===== config.mk =====
export PLATFORM = sky130hd
export DESIGN_NAME = scr1_ahb_imem_slave
export DESIGN_NICKNAME = d
export VERILOG_FILES = /design/src/rtl/scr1_ahb_imem_slave_pkg.sv /design/src/rtl/scr1_ahb_imem_slave.sv
export SDC_FILE = /design/constraint.sdc
export NUM_CORES = 1
export LEC_CHECK = 0
export BUFFER_PORTS_ARGS = -buffer_cell sky130_fd_sc_hd__buf_2
export CAP_MARGIN = 20
export CORE_UTILIZATION = 28
export CTS_BUF_LIST = sky130_fd_sc_hd__clkbuf_4
export CTS_CLUSTER_SIZE = 16
export DETAILED_ROUTE_END_ITERATION = 8
export GPL_TIMING_DRIVEN = 0
export PLACE_DENSITY = 0.93
export SKIP_LAST_GASP = 1
export SYNTH_ARGS = -nofsm -noshare
export SYNTH_HDL_FRONTEND = slang
export SYNTH_SLANG_ARGS = --single-unit

===== constraint.sdc =====
create_clock -name clk -period 3.2 [get_ports clk]
set_input_delay 0.64 -clock clk [delete_from_list [all_inputs] [get_ports clk]]
set_output_delay 0.64 -clock clk [all_outputs]
set_load 0.01 [all_outputs]

===== src/rtl/scr1_ahb_imem_slave_pkg.sv =====
// Shared AHB-Lite encodings and helpers for the IMEM AHB slave.
package scr1_ahb_imem_slave_pkg;

  localparam int unsigned SCR1_AHB_WIDTH = 32;

  localparam logic [1:0] SCR1_HTRANS_IDLE   = 2'b00;
  localparam logic [1:0] SCR1_HTRANS_BUSY   = 2'b01;
  localparam logic [1:0] SCR1_HTRANS_NONSEQ = 2'b10;
  localparam logic [1:0] SCR1_HTRANS_SEQ    = 2'b11;

  localparam logic [2:0] SCR1_HSIZE_8B  = 3'b000;
  localparam logic [2:0] SCR1_HSIZE_16B = 3'b001;
  localparam logic [2:0] SCR1_HSIZE_32B = 3'b010;

  localparam logic SCR1_HRESP_OKAY  = 1'b0;
  localparam logic SCR1_HRESP_ERROR = 1'b1;

  // Width of the wait-state down-counter; never narrower than one bit.
  function automatic int unsigned scr1_cnt_width(input int unsigned ws);
    return (ws == 0) ? 1 : $clog2(ws + 1);
  endfunction

endpackage


===== src/rtl/scr1_ahb_imem_slave.sv =====
// AHB-Lite read-only slave in front of a 1-cycle-latency instruction SRAM.
// Reads complete after 1+WAIT_STATES data-phase cycles; unsupported accesses
// get the two-cycle ERROR response.
module scr1_ahb_imem_slave
  import scr1_ahb_imem_slave_pkg::*;
#(
  parameter int unsigned                    MEM_DEPTH   = 4096,
  parameter int unsigned                    WAIT_STATES = 0,
  parameter logic [SCR1_AHB_WIDTH-1:0]      BASE_ADDR   = '0,
  localparam int unsigned                   AW          = $clog2(MEM_DEPTH)
) (
  input  logic                      clk,
  input  logic                      rst_n,
  input  logic                      hsel,
  input  logic [1:0]                htrans,
  input  logic [SCR1_AHB_WIDTH-1:0] haddr,
  input  logic                      hwrite,
  input  logic [2:0]                hsize,
  input  logic [3:0]                hprot,
  input  logic [2:0]                hburst,
  input  logic                      hready,
  output logic                      hreadyout,
  output logic [SCR1_AHB_WIDTH-1:0] hrdata,
  output logic                      hresp,
  output logic                      mem_req,
  output logic [AW-1:0]             mem_addr,
  input  logic [SCR1_AHB_WIDTH-1:0] mem_rdata
);

  localparam int unsigned CW = scr1_cnt_width(WAIT_STATES);
  localparam logic [SCR1_AHB_WIDTH:0] MEM_BYTES =
    (SCR1_AHB_WIDTH + 1)'(MEM_DEPTH) << 2;

  typedef enum logic [1:0] {
    SLV_IDLE,
    SLV_RD,
    SLV_ERR1,
    SLV_ERR2
  } type_scr1_ahb_slv_fsm_e;

  type_scr1_ahb_slv_fsm_e      r_state;
  logic [CW-1:0]               r_cnt;
  logic [SCR1_AHB_WIDTH-1:0]   r_rdata;
  logic                        r_hreadyout;
  logic                        r_hresp;
  logic                        r_done;

  type_scr1_ahb_slv_fsm_e      w_next_state;
  logic [CW-1:0]               w_next_cnt;
  logic                        w_next_ready;
  logic                        w_next_resp;
  logic                        w_next_done;
  logic                        w_accept;
  logic                        w_legal;
  logic                        w_take_new;
  logic [SCR1_AHB_WIDTH-1:0]   w_offset;
  logic                        w_unused_bits;

  assign w_offset = haddr - BASE_ADDR;
  assign w_accept = hsel & htrans[1] & hready;
  assign w_legal  = ~hwrite
                  & (hsize == SCR1_HSIZE_32B)
                  & (haddr[1:0] == 2'b00)
                  & ({1'b0, w_offset} < MEM_BYTES);

  assign mem_req  = w_accept & w_legal;
  assign mem_addr = w_offset[AW+1:2];

  assign w_unused_bits = ^{hprot, hburst, w_offset[1:0],
                           w_offset[SCR1_AHB_WIDTH-1:AW+2]};

  // Next-state decode; a new address phase is only taken when the current
  // data phase is completing (or none is in flight).
  always_comb begin
    w_next_state = r_state;
    w_next_cnt   = r_cnt;
    w_take_new   = (r_state == SLV_IDLE) || (r_state == SLV_ERR2) ||
                   ((r_state == SLV_RD) && (r_cnt == '0));
    if (r_state == SLV_ERR1) begin
      w_next_state = SLV_ERR2;
    end else if (w_take_new) begin
      if (w_accept && w_legal) begin
        w_next_state = SLV_RD;
        w_next_cnt   = CW'(WAIT_STATES);
      end else if (w_accept) begin
        w_next_state = SLV_ERR1;
      end else begin
        w_next_state = SLV_IDLE;
      end
    end else begin
      w_next_cnt = r_cnt - CW'(1);
    end
    // Bus outputs are registered, so decode them from the upcoming state.
    w_next_ready = (w_next_state == SLV_RD) ? (w_next_cnt == '0)
                                            : (w_next_state != SLV_ERR1);
    w_next_resp  = (w_next_state == SLV_ERR1) || (w_next_state == SLV_ERR2);
    w_next_done  = (w_next_state == SLV_RD) && (w_next_cnt == '0);
  end

  // FSM state, wait counter, registered bus outputs and read-data capture.
  always_ff @(posedge clk, negedge rst_n) begin
    if (!rst_n) begin
      r_state     <= SLV_IDLE;
      r_cnt       <= '0;
      r_rdata     <= '0;
      r_hreadyout <= 1'b1;
      r_hresp     <= SCR1_HRESP_OKAY;
      r_done      <= 1'b0;
    end else begin
      r_state     <= w_next_state;
      r_cnt       <= w_next_cnt;
      r_hreadyout <= w_next_ready;
      r_hresp     <= w_next_resp;
      r_done      <= w_next_done;
      if ((r_state == SLV_RD) && (r_cnt == CW'(WAIT_STATES))) begin
        r_rdata <= mem_rdata;
      end
    end
  end

  assign hreadyout = r_hreadyout;
  assign hresp     = r_hresp;
  assign hrdata    = r_done ? ((WAIT_STATES == 0) ? mem_rdata : r_rdata) : '0;

`ifdef SCR1_SIM_ENV
  logic [3:0] r_sim_wait;
  logic       r_sim_err1;

  // Track consecutive wait cycles in RD and the previous ERR1 state.
  always_ff @(posedge clk, negedge rst_n) begin
    if (!rst_n) begin
      r_sim_wait <= '0;
      r_sim_err1 <= 1'b0;
    end else begin
      r_sim_wait <= ((r_state == SLV_RD) && !r_hreadyout) ? r_sim_wait + 4'd1 : '0;
      r_sim_err1 <= (r_state == SLV_ERR1);
    end
  end

  // Protocol sanity checks on inputs and FSM sequencing.
  always_ff @(posedge clk) begin
    if (rst_n) begin
      assert (!$isunknown({hsel, htrans, hready}));
      assert (r_sim_wait <= 4'(WAIT_STATES));
      assert (!r_sim_err1 || (r_state == SLV_ERR2));
    end
  end
`endif

endmodule


==> results.json <==
{
  "grt_pass1_vias": 846,
  "synth_fp_nets": 167,
  "ctsResizeCount": 0,
  "wl_met3_um": 258,
  "cap_violations": 0,
  "syn_inst": 84,
  "finClkSkew_ns": 0.004584,
  "die_w_um": 50.53,
  "io_pins": 128,
  "path_class": "in2out",
  "seq_area_um2": 126.4,
  "cpLargestDelayFamily": "simple AND/OR/NAND/NOR gates",
  "routed_via_density": 4.475,
  "yosysUniqueCellTypes": 24,
  "routed.top_layer": "met4",
  "hold_violations": 0,
  "cp-start-kind": "input pin",
  "clock-root-buffer": "clkbuf_4",
  "rsz0062_at_grt": "no",
  "yosysSeqAreaShare_pct": 19.17,
  "multi_input_area_um2": 420.4,
  "yosys_warnings": 0,
  "status": "finished clean",
  "drive_above_1_share_pct": 65.64,
  "overflow": 0,
  "worst-path-buf-inv": 2,
  "synth_top_area_cell": "and2_1",
  "crit_fanout": 4,
  "dp_hpwl_um": 2108,
  "chipHeight_um": 50.53,
  "cts_sinks": 5,
  "worstMarginPinSlew_ns": 0.2743,
  "fp.coreArea_mm2": 0.002212,
  "nets": 279,
  "min_period_ns": 2.387,
  "grt_usage_pct": 17.98,
  "grt_pass1_wl_um": 3381,
  "design_area_mm2": 0.001260,
  "p_total_uw": 567.4,
  "crit_slowest_cell": "or4_4",
  "insertion_delay_ns": 0.24,
  "place_area_mm2": 0.001230,
  "first_pass_iters": 2,
  "rows": 17,
  "cts_tree": "built",
  "crit_top_cell": "buf_2",
  "clkTransAtPathRegs_ns": 0.05,
  "critPathMaxStageDelay_ns": 0.53,
  "ant_nets": 0,
  "grt_max_degree": 11,
  "fmax_ghz": 0.4189,
  "area_delta_synth_final_pct": 91.08,
  "dr_wl_met2_um": 1198,
  "arrival_ns": 1.75,
  "syn-cell-area_um2": 659.4,
  "post-route-util_pct": 56.96,
  "ctsHoldBuffers": 0,
  "wl_um": 2350,
  "place_congestion": 0.8100,
  "period_share_pct": 74.60,
  "async_reset_ff_share_pct": 100.0,
  "cts-buffers-inserted": 3,
  "setup_viol": 0,
  "num_vias": 998,
  "antennaDiodeCount": 0,
  "tns_ns": 0,
  "hold_path_class": "in2async",
  "critical_path_required_ns": 2.56,
  "avgRoutedWirePerCell_um": 10.54,
  "clk_path_buf_depth": 2,
  "detail_route.iter0.violations": 5,
  "cp-end-kind": "primary output",
  "postCtsSetupBuffers": 0,
  "power_density_mw_per_mm2": 450.3,
  "crit_chain": "buf_2, or4_4, nor2_4, and3_1, buf_2",
  "p_leak_nw": 0.7954,
  "syn_avg_cell_area_um2": 7.850,
  "yosysTopAreaCellShare_pct": 30.36,
  "finalMaxSlewViolations": 0,
  "final.fill_count": 220,
  "start_util_pct": 29.81,
  "antenna_found_initial": 0,
  "ys_top_cells_by_area": "and2_1 (30%), dfrtp_1 (15%), buf_4 (14%)",
  "io_buffers": 107,
  "peakVddDrop_mv": 0.2940,
  "die-area_mm2": 0.002553,
  "yosys_most_used_dff": "dfrtp_1",
  "ys_seq_elements": 5,
  "max_slew_margin_pct": 81.46,
  "cts_max_level": 1,
  "met1Wirelength_um": 873,
  "synth_edf_count": 0,
  "drc": 0
}
-- worst paths after layout --
check	to	slack (ns)	start	cells after the start
min	r_state[0]	0.20	rst_n	1
min reg2reg	r_cnt	0.60	r_cnt	2
max in group asynchronous	hreadyout	2.78	rst_n	1
max	mem_req	0.81	haddr[0]	5
max reg2reg	hresp	1.65	hresp	5
min in group clk	r_cnt	0.60	r_cnt	2
-- kinds of logic (layout without fill, tap and decap cells) --
group / after synthesis / count (layout) / share of synthesized area [%]
AO/OA/AOI/OAI: 11 / 11 / 11.39
adder cells (fa/ha/maj): 2 / 2 / 3.794
buffers and inverters: 18 / 129 / 17.08
flip-flops: 5 / 5 / 19.17
AND/OR/NAND/NOR: 48 / 48 / 48.58
-- flip-flops by register name, summed over array words and instances (netlist names) --
name and count:
hreadyout 1, hresp 1, r_cnt 1, r_done 1
r_state 1
-- placed cells by master, fill, tap and decap left out, types with 2 or more instances in the layout --
| cell type | count |
|---|---|
| and2_1 | 32 |
| or4_4 | 2 |
| nor4_1 | 4 |
| clkbuf_1 | 3 |
| ha_1 | 2 |
| buf_2 | 107 |
| inv_1 | 3 |
| dfrtp_1 | 4 |
| clkbuf_4 | 4 |
| buf_4 | 12 |
| a21oi_1 | 6 |
| and3_1 | 2 |
-- metal layers --
metal / global-route usage [%] / up-vias
met5: 0 / -
met4: 6.944 / 0
met3: 3.939 / 4
met2: 35.78 / 69
met1: 17.55 / 426
li1: - / 499
-- metrics by stage --
stage                     instances  hold slack, ns  setup slack [ns]
after detailed placement        219          0.4661            0.8074
final                           223          0.2031            0.8129
after CTS                       223          0.2003            0.8033
after floorplan                  84          0.3444             1.036
after global placement          219          0.4543            0.8143
after global routing            223          0.1976            0.7695
-- cells in the mapped netlist, types with 2 or more instances --
library cell / count
clkbuf_1: 3
a21oi_1: 6
and2_1: 32
nor4_1: 4
inv_1: 3
dfrtp_1: 4
or4_4: 2
buf_4: 12
and3_1: 2
ha_1: 2
-- worst reg2reg max path, delay by kind of cell (launching register included) --
| kind | cells | cell delay, ns |
|---|---|---|
| compound gates | 3 | 0.57 |
| flops | 1 | 0.43 |
| fa+ha+maj | 1 | 0.34 |
| buf+inv | 1 | 0.09 |
-- final cells by class --
class,count,share of cell area [%]
buffer,15,8.044
clock buffer,4,2.383
inverter,3,0.8937
multi-input combinational,61,33.37
sequential,5,10.03
tap,28,2.781
timing repair buffer,107,42.50
-- report_power, final --
| part | total (mW) | switching (mW) | internal [mW] |
|---|---|---|---|
| combinational | 0.356 | 0.185 | 0.172 |
| clock | 0.0825 | 0.0268 | 0.0557 |
| sequential | 0.129 | 0.0316 | 0.0971 |
| total | 0.567 | 0.243 | 0.324 |
Power figures use the tool's default switching activity.
